[src/rtl/bp_stall_counter_drain.sv]
// Stall-reason performance counters with snapshot-and-drain readout over a valid/ready stream.
// Optional macro BP_STALL_CNT_SATURATE_EN: live counters saturate instead of wrapping.
module bp_stall_counter_drain #(
  parameter int num_reasons_p = 21,
  parameter int cnt_width_p   = 32
) (
  input  logic                   clk_i,
  input  logic                   reset_i,
  input  logic                   freeze_i,
  input  logic                   commit_v_i,
  input  logic                   stall_v_i,
  input  logic [4:0]             stall_reason_i,
  input  logic                   dump_i,
  output logic                   v_o,
  input  logic                   ready_i,
  output logic [4:0]             idx_o,
  output logic [cnt_width_p-1:0] count_o,
  output logic                   busy_o,
  output logic                   done_o
);

  localparam int n_cnt_c = num_reasons_p + 1;
  localparam logic [4:0] last_idx_c = 5'(num_reasons_p);
  localparam logic [cnt_width_p-1:0] one_c = cnt_width_p'(1);

  typedef enum logic [1:0] {
    IDLE  = 2'd0,
    DRAIN = 2'd1,
    DONE  = 2'd2
  } state_e;

  state_e state_r, state_s;
  logic [4:0] ptr_r, ptr_s;
  logic [cnt_width_p-1:0] live_r [n_cnt_c];
  logic [cnt_width_p-1:0] snap_r [n_cnt_c];
  logic [n_cnt_c-1:0] hit_s;
  logic count_en_s;
  logic dump_take_s;
  logic v_s, busy_s, done_s;
  logic [4:0] idx_s;
  logic [cnt_width_p-1:0] count_s;

  function automatic logic [cnt_width_p-1:0] bump(input logic [cnt_width_p-1:0] v);
`ifdef BP_STALL_CNT_SATURATE_EN
    bump = (v == {cnt_width_p{1'b1}}) ? v : v + one_c;
`else
    bump = v + one_c;
`endif
  endfunction

  // One-hot increment target; out-of-range reasons match no counter.
  always_comb begin
    count_en_s = !reset_i && !freeze_i && !commit_v_i;
    hit_s = '0;
    for (int i = 0; i < num_reasons_p; i++) begin
      if (count_en_s && stall_v_i && (stall_reason_i == 5'(i))) begin
        hit_s[i] = 1'b1;
      end else begin
        hit_s[i] = 1'b0;
      end
    end
    if (count_en_s && !stall_v_i) begin
      hit_s[num_reasons_p] = 1'b1;
    end else begin
      hit_s[num_reasons_p] = 1'b0;
    end
  end

  // Next-state and next-output logic.
  always_comb begin
    state_s     = state_r;
    ptr_s       = ptr_r;
    dump_take_s = 1'b0;
    case (state_r)
      IDLE: begin
        if (dump_i) begin
          dump_take_s = 1'b1;
          state_s     = DRAIN;
          ptr_s       = 5'd0;
        end else begin
          state_s = IDLE;
        end
      end
      DRAIN: begin
        if (ready_i) begin
          ptr_s = ptr_r + 5'd1;
          if (ptr_r == last_idx_c) begin
            state_s = DONE;
          end else begin
            state_s = DRAIN;
          end
        end else begin
          state_s = DRAIN;
        end
      end
      DONE: begin
        state_s = IDLE;
        ptr_s   = 5'd0;
      end
      default: begin
        state_s = IDLE;
        ptr_s   = 5'd0;
      end
    endcase

    v_s    = (state_s == DRAIN);
    busy_s = (state_s != IDLE);
    done_s = (state_s == DONE);
    idx_s  = v_s ? ptr_s : 5'd0;
    // The snapshot is loaded on the same edge that enters DRAIN, so entry 0 comes from the live copy.
    if (!v_s) begin
      count_s = '0;
    end else if (dump_take_s) begin
      count_s = live_r[0];
    end else begin
      count_s = snap_r[ptr_s];
    end
  end

  // FSM state, pointer and registered outputs.
  always_ff @(posedge clk_i) begin
    if (reset_i) begin
      state_r <= IDLE;
      ptr_r   <= 5'd0;
      v_o     <= 1'b0;
      busy_o  <= 1'b0;
      done_o  <= 1'b0;
      idx_o   <= 5'd0;
      count_o <= '0;
    end else begin
      state_r <= state_s;
      ptr_r   <= ptr_s;
      v_o     <= v_s;
      busy_o  <= busy_s;
      done_o  <= done_s;
      idx_o   <= idx_s;
      count_o <= count_s;
    end
  end

  // Live counters and snapshot; a dump clears live counts but keeps this cycle's increment.
  always_ff @(posedge clk_i) begin
    for (int i = 0; i < n_cnt_c; i++) begin
      if (reset_i) begin
        live_r[i] <= '0;
        snap_r[i] <= '0;
      end else if (dump_take_s) begin
        snap_r[i] <= live_r[i];
        live_r[i] <= hit_s[i] ? one_c : '0;
      end else if (hit_s[i]) begin
        live_r[i] <= bump(live_r[i]);
      end
    end
  end

endmodule

[config.mk]
export PLATFORM = sky130hd
export DESIGN_NAME = bp_stall_counter_drain
export DESIGN_NICKNAME = d
export VERILOG_FILES = /design/src/rtl/bp_stall_counter_drain.sv
export SDC_FILE = /design/constraint.sdc
export NUM_CORES = 2
export LEC_CHECK = 0
export ABC_AREA = 1
export BUFFER_PORTS_ARGS = -buffer_cell sky130_fd_sc_hd__buf_2
export CAP_MARGIN = 20
export CORE_MARGIN = 2
export CORE_UTILIZATION = 60
export CTS_BUF_LIST = sky130_fd_sc_hd__clkbuf_16
export DETAILED_ROUTE_END_ITERATION = 6
export PLACE_DENSITY = 0.76
export SYNTH_ARGS = -nofsm -noshare
export SYNTH_HDL_FRONTEND = slang
export SYNTH_SLANG_ARGS = --single-unit
[constraint.sdc]
create_clock -name clk_i -period 8.4 [get_ports clk_i]
set_input_delay 1.68 -clock clk_i [delete_from_list [all_inputs] [get_ports clk_i]]
set_output_delay 1.68 -clock clk_i [all_outputs]
set_load 0.02 [all_outputs]
# Word level (Yosys, flattened, before mapping)

Memories as Yosys holds them, arrays and structs flattened. A register that Yosys moved wholly into a read port is not among the register bits.
Index checks and enable logic that the tools add are counted.

Add/subtract/negate cells: 23
Bitwise gates (word level): 67
Equal/unequal tests: 24
Multiplexer cells: 212
Reductions and logical operators: 33

Operators with widths:

| kind                                                | count |
|---|---|
| two-way mux 32 bit                                  | 66 |
| adder 32 x 1 -> 32 bit, second input constant       | 22 |
| two-way mux 1 bit                                   | 140 |
| bitwise OR 1 bit                                    | 66 |
| equality test 5 x 4 -> 1 bit, second input constant | 8 |
| equality test 5 bit, second input constant          | 6 |
| logical AND 1 bit                                   | 25 |
| equality test 5 x 3 -> 1 bit, second input constant | 4 |
| equality test 5 x 2 -> 1 bit, second input constant | 2 |
| two-way mux 5 bit                                   | 2 |
| one-hot mux 5 bit (2 select lines)                  | 1 |
| adder 5 x 1 -> 5 bit, second input constant         | 1 |
| equality test 5 x 1 -> 1 bit, second input constant | 1 |
| zero test 5 bit                                     | 1 |
| equality test 2 x 1 -> 1 bit, second input constant | 2 |
| zero test 1 bit                                     | 4 |
| two-way mux 2 bit                                   | 2 |
| one-hot mux 2 bit (2 select lines)                  | 1 |
| equality test 2 bit, second input constant          | 1 |
| zero test 2 bit                                     | 1 |
| nonzero test 2 bit                                  | 1 |
| OR reduction 2 bit                                  | 1 |
| inverter 1 bit                                      | 1 |

Flip-flop bits (word level): 15
Input bits: 12
Word-level logic and storage cells: 367
Output and inout port bits: 40
Memories: 2
Bits in writable memories: 1408

Memories:

| memory | words | width | rd ports | clocked after memory_dff | write ports | RTL line | text |
|---|---|---|---|---|---|---|---|
| live_r | 22    | 32    | 22       | 0                        | 22          | 34       | `logic [cnt_width_p-1:0] live_r [n_cnt_c];` |
| snap_r | 22    | 32    | 1        | 1                        | 22          | 35       | `logic [cnt_width_p-1:0] snap_r [n_cnt_c];` |

# Depth between registers and ports, before layout

Word-level depth: 11
Mapped depth: 25
Gate-level depth less buffers: 25

# Worst setup path after synthesis

No wires, ideal clock.

Path type: input-to-reg
Start point: input dump_i
End point: memory live_r[15][0], in the netlist live_r[1][224], data pin
Required time: 8.129 ns
Setup time: 0.271 ns
Arrival time: 6.236 ns
Cell stages on the path: 9
Path buffers: 2
Setup slack: 1.892 ns
Cells stage by stage: inv_1 -> nor2_1 -> nor2_1 -> inv_2 -> clkbuf_8 -> nor2_1 -> inv_1 -> clkbuf_1 -> o22ai_1

RTL lines:

| element         | RTL line | text |
|---|---|---|
| start, declared | 13       | `input logic dump_i,` |
| end, declared   | 34       |  |

# Final worst setup path

Start point: input ready_i
End point: register count_o[20]

Word-level cells in the longest chain between the ends: 5
Elaborated cells on any way between the ends: 7
Those cells by class: eq/ne: 1; mux: 4; bitwise: 1; reduce/logical: 1

Ends and longest elaborated chain:

| element                            | RTL line | text |
|---|---|---|
| start, declared                    | 15       | `input logic ready_i,` |
| two-way mux 2 bit                  | 85       | `if (ready_i) begin` |
| one-hot mux 2 bit (2 select lines) | 74       | `case (state_r)` |
| equality test 2 x 1 -> 1 bit       | 106      | `v_s = (state_s == DRAIN);` |
| inverter 1 bit (no line)           | --       |  |
| OR reduction 2 bit (no line)       | --       |  |
| end signal, assigned               | 137      | `count_o <= count_s;` |
| end, declared                      | 17       | `output logic [cnt_width_p-1:0] count_o,` |

Several ways; a longest one is shown, not always the timed one.
A chain may end at the register's enable or synchronous reset.

==> metrics.csv <==
metric,value,unit
drv_slew,0,
finClkSkew,0.0275,ns
place_congestion,1.02,
r2r-end,count_o[26],
tightest_slew,1.13,ns
grt_pass1_vias,55900,
drc,0,
ant_nets,0,
dp_slack,2.73,ns
power_density,209,mW/mm^2
hpwl,147,mm
clockBufferDepth,3,
crit_path_end,count_o[20],
arrival,5.77,ns
leakage,31.7,nW
r2r_start,state_r[0],
syn_inst,8499,
yosysUniqueCellTypes,51,
cts_htree_levels,4,
fmax,0.197,GHz
finalSetupViolCount,0,
ys.flop_type,edfxtp_1,
synth-edff-count,1408,
insertion_delay,0.79,ns
yosysTopAreaCell,edfxtp_1,
vias_per_cell,5.81,
critical_path_required,9.11,ns
via_count,59500,
top_level_ports,52,
final_common_cell,nand2_1,
core_area,0.123,mm^2
postCtsSetupRepairBufs,0,
finalCriticalPeriod,5.06,ns
grt_setup_unrepaired,no,
slew_headroom,0.245,
hold_class,reg2reg,
dieArea,0.127,mm^2
grt_start_max_net_pins,180,
root_buffer,clkbuf_16,
ys_seq_area_frac,0.580,
critical_path_class,in2reg,
area_growth,9.25,%
tns,0,ns
antenna_found_initial,5,
cts_buffers,156,
post-route-period-util,0.603,
syn_nets,8535,
die_w,357,um
synth_top_cell_area_share,0.567,
drive_gt1_frac,0.0852,
wl_per_cell,20.9,um
ys_warn_count,0,
async_flop_share,0,
drt_iter0_markers,8061,
status,finished clean,
floorplan.initialDensity,0.604,
cts_tree,yes,
ys_ff_latch,1455,
crit_fanout,93,
worstSetupStartpoint,ready_i,
cts_resized,0,
synth.avg_cell_area,8.77,um^2
start_kind,input pin,
die_h,357,um
cts.sinks,1455,
num-nets-final,8509,
reg2regPathDepth,22,
grtUsageTotal,0.335,
hold_buffers,0,
grt_pass1_wl,326,mm
routed_wl,214,mm
hold_viol_final,0,
layout_common_cells,"nand2_1 (2,231), edfxtp_1 (1,408), nor2_1 (1,325)",
io_buffers,51,
ff2ff_setup_slack,3.86,ns
drv_cap,0,
first_pass_iters,7,
vdd_ir_drop_max,0.229,mV
overflow,0,
num_rows,129,
worstSetupEndpointType,flop,
clk_pin_slew,0.05,ns
setup_ws,3.34,ns
synth.top_cells.by_area,"edfxtp_1 (57%), nand2_1 (11%), nor2_1 (6.7%), inv_1 (5.2%), a21oi_1 (2.9%)",
syn_area,0.0746,mm^2
[state kept, by name (all words and copies together) (netlist names)]
signal	count
ptr_r	5
state_r	2
snap_r	704
idx_o	5
count_o	32
v_o	1
live_r	704
done_o	1
busy_o	1
[worst max-delay path, cell delays in order]
cell	delay, ns
buf_2	0.13
inv_1	0.07
nand2_1	0.08
nand3_4	0.23
nand2_8	0.44
inv_4	0.42
buf_12	0.33
buf_12	0.35
nand2_1	0.14
nand2_1	0.12
nand2_1	0.13
nand3_1	0.15
nand2_1	0.08
nand2_1	0.16
o21ai_0	0.13
nand2_1	0.11
nand4_1	0.08
nor2_1	0.12
nand4_1	0.09
nand2_1	0.10
nand4_1	0.09
nor2_1	0.14
nand4_1	0.10
nor2_1	0.11
[how the worst min path moves through the flow]
stage	cells past startpoint	slack, ns	start	to
6_report	2	0.58	live_r[1][91]	live_r[1][91]
5_1_grt	2	0.60	live_r[2][57]	snap_r[17][25]
4_1_cts	2	0.58	live_r[1][91]	live_r[1][91]
3_5_place_dp	2	0.57	live_r[1][91]	live_r[1][91]
3_3_place_gp	2	0.55	live_r[2][191]	snap_r[21][31]
2_1_floorplan	2	0.52	ptr_r[4]	done_o
[cells in the mapped netlist (all sizes together), types with 47 or more instances]
cell type,count
nand2,2270
nor2,1494
edfxtp,1408
inv,1082
nand3,431
a21oi,428
o21ai,284
nand4,242
clkbuf,211
nor3,191
buf,110
xor2,71
dfxtp,47
[area by class of cell]
class / instances / area (um^2)
flip-flops and latches: 1455 / 43200
fillers: 9923 / 42000
multi-input cells: 5628 / 26000
inverters: 1095 / 4130
clock buffers: 163 / 4080
well taps: 1637 / 2050
repair buffers: 137 / 1090
clock inverters: 124 / 915
diodes: 3 / 7.51
[per-layer routing]
| layer | global-route usage | wire [um] | vias up |
|---|---|---|---|
| li1 | - | - | 27900 |
| met1 | 0.456 | 83800 | 28000 |
| met2 | 0.517 | 97300 | 3046 |
| met3 | 0.0596 | 20300 | 513 |
| met4 | 0.176 | 12700 | 6 |
| met5 | 0 | 37 | - |
[report_power, final]
| group | switching, mW | leakage [nW] | internal (mW) |
|---|---|---|---|
| Sequential | 0.307 | 15.7 | 8.45 |
| Combinational | 1.11 | 13.5 | 0.334 |
| Clock | 2.92 | 2.53 | 3.88 |
| Total | 4.34 | 31.7 | 12.7 |
[metrics by stage]
step                      area [um^2]  instances  utilization  hold WS, ns  power [mW]
after floorplan                 74600       8499            -        0.522        9.73
after global placement          76400       9948        0.619        0.554        10.3
after detailed placement        76400       9950        0.619        0.569        10.3
after CTS                       81400      10200        0.660        0.582        17.0
after global routing            81500      10200        0.660        0.604        17.5
final                           81500      10200        0.660        0.577        17.0
[logic make-up after synthesis]
kind of cell,synth area share
simple gates,0.277
flops,0.580
buf+inv,0.0731
compound gates,0.0579
xor+xnor,0.00834
fa+ha+maj,0.00403
Power figures use the tool's default switching activity.
